<file path="config.mk">
export PLATFORM = sky130hd
export DESIGN_NAME = uart_tx_arbiter
export DESIGN_NICKNAME = d
export VERILOG_FILES = /design/src/rtl/uart_tx_arbiter.sv
export SDC_FILE = /design/constraint.sdc
export NUM_CORES = 1
export LEC_CHECK = 0
export ABC_AREA = 1
export BUFFER_PORTS_ARGS = -buffer_cell sky130_fd_sc_hd__buf_2
export CORE_MARGIN = 8
export CORE_UTILIZATION = 53
export CTS_CLUSTER_DIAMETER = 30
export DETAILED_ROUTE_END_ITERATION = 7
export PLACE_DENSITY = 0.9
export SETUP_SLACK_MARGIN = 0.15
export SLEW_MARGIN = 20
export SYNTH_ARGS = -nofsm -noshare
export SYNTH_HDL_FRONTEND = slang
export SYNTH_SLANG_ARGS = --single-unit
</file>
<file path="constraint.sdc">
create_clock -name i_Clock -period 2.8 [get_ports i_Clock]
set_clock_uncertainty 0.15 [all_clocks]
set_input_delay 0.14 -clock i_Clock [delete_from_list [all_inputs] [get_ports i_Clock]]
set_output_delay 0.14 -clock i_Clock [all_outputs]
set_load 0.1 [all_outputs]
</file>
<file path="src/rtl/uart_tx_arbiter.sv">
// uart_tx_arbiter: round-robin front end that lets NUM_REQ byte sources share
// one uart_tx serializer. Each grant becomes an optional ID byte plus a data
// byte. DV is only issued while the serializer is neither active nor done.
module uart_tx_arbiter #(
    parameter int NUM_REQ = 4,
    parameter int WORD    = 8,
    parameter bit ADD_ID  = 1'b1,
    localparam int GW     = (NUM_REQ > 1) ? $clog2(NUM_REQ) : 1
) (
    input  logic                    i_Clock,
    input  logic                    i_Rst_n,
    input  logic [NUM_REQ-1:0]      i_Req_Valid,
    input  logic [NUM_REQ*WORD-1:0] i_Req_Data,
    output logic [NUM_REQ-1:0]      o_Req_Ready,
    output logic                    o_Tx_DV,
    output logic [WORD-1:0]         o_Tx_Byte,
    input  logic                    i_Tx_Active,
    input  logic                    i_Tx_Done,
    output logic                    o_Busy,
    output logic [GW-1:0]           o_Grant_Id
);

    typedef enum logic [2:0] {
        IDLE,
        ID_ISSUE,
        ID_WAIT,
        DATA_ISSUE,
        DATA_WAIT
    } state_e;

    state_e            state_q, state_d;
    logic [GW-1:0]     rr_ptr_q, rr_ptr_d;
    logic [GW-1:0]     grant_q, grant_d;
    logic [WORD-1:0]   tx_byte_q, tx_byte_d;
    logic [WORD-1:0]   data_q, data_d;
    logic              done_q;

    logic              lo_found, hi_found, win_valid;
    logic [GW-1:0]     lo_idx, hi_idx, win_idx;
    logic [WORD-1:0]   win_data, id_byte;
    logic [NUM_REQ-1:0] req_ready;
    logic              tx_dv;
    logic              line_free, done_rise;

    // The serializer holds done for several cycles; only its rising edge ends a byte.
    assign line_free = !i_Tx_Active && !i_Tx_Done;
    assign done_rise = i_Tx_Done && !done_q;

    // Round-robin pick: lowest valid index at/above rr_ptr, else lowest valid overall.
    always_comb begin
        lo_found = 1'b0;
        hi_found = 1'b0;
        lo_idx   = '0;
        hi_idx   = '0;
        for (int k = NUM_REQ - 1; k >= 0; k--) begin
            if (i_Req_Valid[k]) begin
                lo_found = 1'b1;
                lo_idx   = GW'(k);
                if (GW'(k) >= rr_ptr_q) begin
                    hi_found = 1'b1;
                    hi_idx   = GW'(k);
                end
            end
        end
        win_valid = lo_found;
        win_idx   = hi_found ? hi_idx : lo_idx;
    end

    // Select the winner's data byte and build its ID byte (MSB set, index in low bits).
    always_comb begin
        win_data = '0;
        for (int k = 0; k < NUM_REQ; k++) begin
            if (win_idx == GW'(k)) win_data = i_Req_Data[k*WORD +: WORD];
        end
        id_byte            = '0;
        id_byte[WORD-1]    = 1'b1;
        id_byte[GW-1:0]    = win_idx;
    end

    // Next-state and handshake logic for the frame sequencer.
    always_comb begin
        state_d   = state_q;
        rr_ptr_d  = rr_ptr_q;
        grant_d   = grant_q;
        tx_byte_d = tx_byte_q;
        data_d    = data_q;
        req_ready = '0;
        tx_dv     = 1'b0;
        case (state_q)
            IDLE: begin
                if (win_valid) begin
                    req_ready[win_idx] = 1'b1;
                    data_d   = win_data;
                    grant_d  = win_idx;
                    // wrap by compare so non-power-of-2 NUM_REQ cycles correctly
                    rr_ptr_d = (win_idx == GW'(NUM_REQ - 1)) ? '0 : win_idx + 1'b1;
                    if (ADD_ID) begin
                        tx_byte_d = id_byte;
                        state_d   = ID_ISSUE;
                    end else begin
                        tx_byte_d = win_data;
                        state_d   = DATA_ISSUE;
                    end
                end
            end
            ID_ISSUE: begin
                if (line_free) begin
                    tx_dv   = 1'b1;
                    state_d = ID_WAIT;
                end
            end
            ID_WAIT: begin
                if (done_rise) begin
                    tx_byte_d = data_q;
                    state_d   = DATA_ISSUE;
                end
            end
            DATA_ISSUE: begin
                if (line_free) begin
                    tx_dv   = 1'b1;
                    state_d = DATA_WAIT;
                end
            end
            DATA_WAIT: begin
                if (done_rise) state_d = IDLE;
            end
            default: state_d = IDLE;
        endcase
    end

    // State and datapath registers; the serializer itself is never reset from here.
    always_ff @(posedge i_Clock or negedge i_Rst_n) begin
        if (!i_Rst_n) begin
            state_q   <= IDLE;
            rr_ptr_q  <= '0;
            grant_q   <= '0;
            tx_byte_q <= '0;
            data_q    <= '0;
            done_q    <= 1'b0;
        end else begin
            state_q   <= state_d;
            rr_ptr_q  <= rr_ptr_d;
            grant_q   <= grant_d;
            tx_byte_q <= tx_byte_d;
            data_q    <= data_d;
            done_q    <= i_Tx_Done;
        end
    end

    // Ready is masked during reset so nothing is accepted while the block is held.
    assign o_Req_Ready = req_ready & {NUM_REQ{i_Rst_n}};
    assign o_Tx_DV     = tx_dv;
    assign o_Tx_Byte   = tx_byte_q;
    assign o_Busy      = (state_q != IDLE);
    assign o_Grant_Id  = grant_q;

endmodule

</file>
==> impl_metrics.py <==
metrics = {
    "synth": {
        "netlist.top_cell.by_area": "sky130_fd_sc_hd__dfrtp_1",
        "yosys.cell_count.top_type": "sky130_fd_sc_hd__nand2_1",
        "synthesis.nets": 237,
        "total_number_of_yosys_warnings": 0,
        "async_reset_ff_frac": 1.00,
        "post_synth_inst_count": 193,
        "synth.ff_latch_count": 24,
        "netlist_area_um2": 1520,
        "post-synth-top-area-fraction": 0.396,
        "number_of_synthesized_flops_with_an_enable_pin": 0,
        "synthesis.area_per_instance_um2": 7.86,
        "dominantRegCellSynth": "sky130_fd_sc_hd__dfrtp_1",
        "synth.lib_cells_used.distinct": 26,
        "yosys-top-cells-area": "sky130_fd_sc_hd__dfrtp_1 (40%), sky130_fd_sc_hd__nand2_1 (12%), sky130_fd_sc_hd__a21oi_1 (5.6%)",
        "seq_area_frac_synth": 0.396,
        "synth_commonest_cells": "sky130_fd_sc_hd__nand2_1 (47), sky130_fd_sc_hd__dfrtp_1 (24), sky130_fd_sc_hd__inv_1 (18), sky130_fd_sc_hd__nor2_1 (18), sky130_fd_sc_hd__a21oi_1 (17)",
    },
    "floorplan": {
        "chip_width_um": 69.5,
        "design.die.area_um2": 4830,
        "fp.dieH_um": 69.5,
        "row_count": 19,
        "io_pins": 56,
        "core_area_um2": 2730,
        "start_util": 0.555,
    },
    "power_and_ir_drop": {
        "total_power_mw": 2.69,
        "p_per_area_nw_per_um2": 1280,
        "leakage_nw": 1.09,
        "ir_worst_vdd_uv": 1080,
    },
    "setup_path": {
        "timing.rr.start": "rr_ptr_q[1]",
        "critPathLaunchType": "flip-flop",
        "crit_family": "buffers and inverters",
        "critPathLaunch": "rr_ptr_q[1]",
        "critPathCaptureType": "output port",
        "arrival_ns": 2.27,
        "timing.critical_path.buf_inv": 4,
        "crit_path_frequent_cell": "sky130_fd_sc_hd__inv_1",
        "critical_path.max_fanout": 9,
        "cp_cell_sequence": "inv_1, nand3_1, nand2_1, o21bai_2, inv_1, ha_2, clkinv_1, nor3_4, buf_6",
        "timing.setup.critical_path_class": "flip-flop to output port",
        "critPathRequiredTime_ns": 2.51,
        "timing.critical_path.slowest_stage_cell": "sky130_fd_sc_hd__dfrtp_1",
        "worst_path_largest_cell_delay_ns": 0.40,
    },
    "clock_network": {
        "cts_htree_levels": 1,
        "ctsRootBufferMaster": "sky130_fd_sc_hd__clkbuf_4",
        "post_cts.repair.setup_buffers": 0,
        "worstSkewPairLatency_ns": 0.32,
        "clock_sinks": 24,
        "clock_tree_from_tritoncts": "yes",
        "cts_buffers": 3,
        "cts-root-to-sink-buffers": 2,
        "cts.clk_slew.worst_paths_ns": 0.13,
    },
    "final_layout": {
        "area_growth_pct": 38.8,
        "antennaDiodeCount": 0,
        "n_fill_cell": 187,
        "final_area_um2": 2100,
        "layout.nets": 311,
        "drive_gt1_frac": 0.372,
    },
    "global_routing": {
        "groute.usage.overall": 0.178,
        "grt_first_pass_wirelength_um": 7290,
        "gr-total-overflow": 0,
        "first_global_vias": 1632,
        "grt_max_degree": 21,
        "antenna_found_initial": 0,
    },
    "job": {
        "maxCapViolCount": 0,
    },
    "routing": {
        "vias": 1580,
        "post_drt_via_cell_ratio": 5.32,
        "drt-wirelength-per-cell_um": 14.8,
        "ant_nets": 0,
        "drt_pre_antenna_iters": 4,
        "dr.first_iter.drc_count": 73,
        "drcViolationCount": 0,
        "routed_wl_um": 4410,
    },
    "timing": {
        "report.final.hold_viol_count": 0,
        "worst_slew_pin_slew_ns": 0.503,
        "setup_viol": 0,
        "rsz0062_at_grt": "yes",
        "min_period_over_period": 0.915,
        "timing_max_transition_violations_final": 0,
        "finalCriticalPeriod_ns": 2.56,
        "max-slew-margin-rel": 0.667,
        "whs_ns": 0.00670,
        "max_freq_ghz": 0.390,
    },
    "run_status": {
        "run_status": "finished clean",
    },
    "placed_design": {
        "dp.final_hpwl_um": 3120,
        "gpl_wtd_cong": 0.773,
        "port-buffer-count": 55,
        "placed_area_um2": 1830,
    },
    "hold_path": {
        "hold_class": "primary input to asynchronous set/reset pin",
    },
}
placed cells by master, fill, tap and decap left out, drive strengths merged:
master	synthesis	final
dlygate4sd3	0	18
inv	21	21
buf	6	57
o21bai	1	1
a21oi	25	25
o211ai	8	8
o21a	1	1
ha	4	4
o21ai	9	9
a22o	5	5
nand3	5	5
nor2	27	27
clkbuf	0	3
bufinv	0	1
dfrtp	24	24
nor3	4	4
clkinv	2	2
nand2	51	51
worst register-to-register path: cells and delay by family, from the launching register on:
family | cells | cell delay, ns
buf+inv | 4 | 0.58
fa+ha+maj | 1 | 0.31
flops | 1 | 0.40
simple gates | 2 | 0.15
compound gates | 3 | 0.56
stage by stage:
step                      instances  setup WS (ns)   util  TNS [ns]
after CTS                       297          0.115  0.758         0
after global placement          275          0.458  0.670         0
final                           297          0.238  0.770         0
after global routing            297         0.0908  0.770         0
after detailed placement        275          0.317  0.670         0
after floorplan                 193         -0.125      -    -0.125
cell families after synthesis:
group | Yosys count | synth area share
AO/OA/AOI/OAI | 49 | 0.215
AND/OR/NAND/NOR | 87 | 0.257
buffers and inverters | 29 | 0.0982
adder cells (fa/ha/maj) | 4 | 0.0330
flip-flops | 24 | 0.396
worst paths after layout:
check                                      end  slack [ns]  cells after the start
min in group i_Clock                 data_q[2]        0.03                      5
worst max register to register       data_q[7]        0.55                     10
max in group asynchronous         o_Tx_Byte[2]        2.03                      3
worst min-delay path               rr_ptr_q[1]       0.007                      2
worst min register to register    o_Tx_Byte[0]        0.36                      2
worst max-delay path            o_Req_Ready[2]        0.24                      9
timing repair:
item,in CTS,in global routing
gates resized for setup,4,8
endpoints found under the setup margin,3,4
hold endpoints to repair,33,0
hold buffers,18,0
metal layers:
metal / global-route usage / vias to the layer above / share of wire
met4: 0.0888 / 0 / 0.026
li1: - / 786 / -
met5: 0 / - / 0
met1: 0.196 / 703 / 0.42
met2: 0.296 / 77 / 0.47
met3: 0.0615 / 14 / 0.084
state kept, by name (all words and copies together) (netlist names):
signal and count:
rr_ptr_q 2, o_Tx_Byte 8, data_q 8, o_Grant_Id 2, state_q 3, done_q 1
final cells by class:
| class | instances | area (um^2) | share of cell area |
|---|---|---|---|
| clock buffer | 3 | 22.5 | 0.0107 |
| clock inverter | 1 | 30.0 | 0.0143 |
| inverter | 23 | 92.6 | 0.0440 |
| multi-input combinational | 140 | 826 | 0.392 |
| sequential | 24 | 601 | 0.285 |
| tap | 31 | 38.8 | 0.0184 |
| timing repair buffer | 75 | 494 | 0.235 |
power by group:
part           total [mW]  switching [mW]  internal [mW]
sequential          0.632           0.122          0.510
clock               0.251           0.106          0.145
combinational        1.80            1.32          0.479
total                2.69            1.55           1.13
Power figures use the tool's default switching activity.
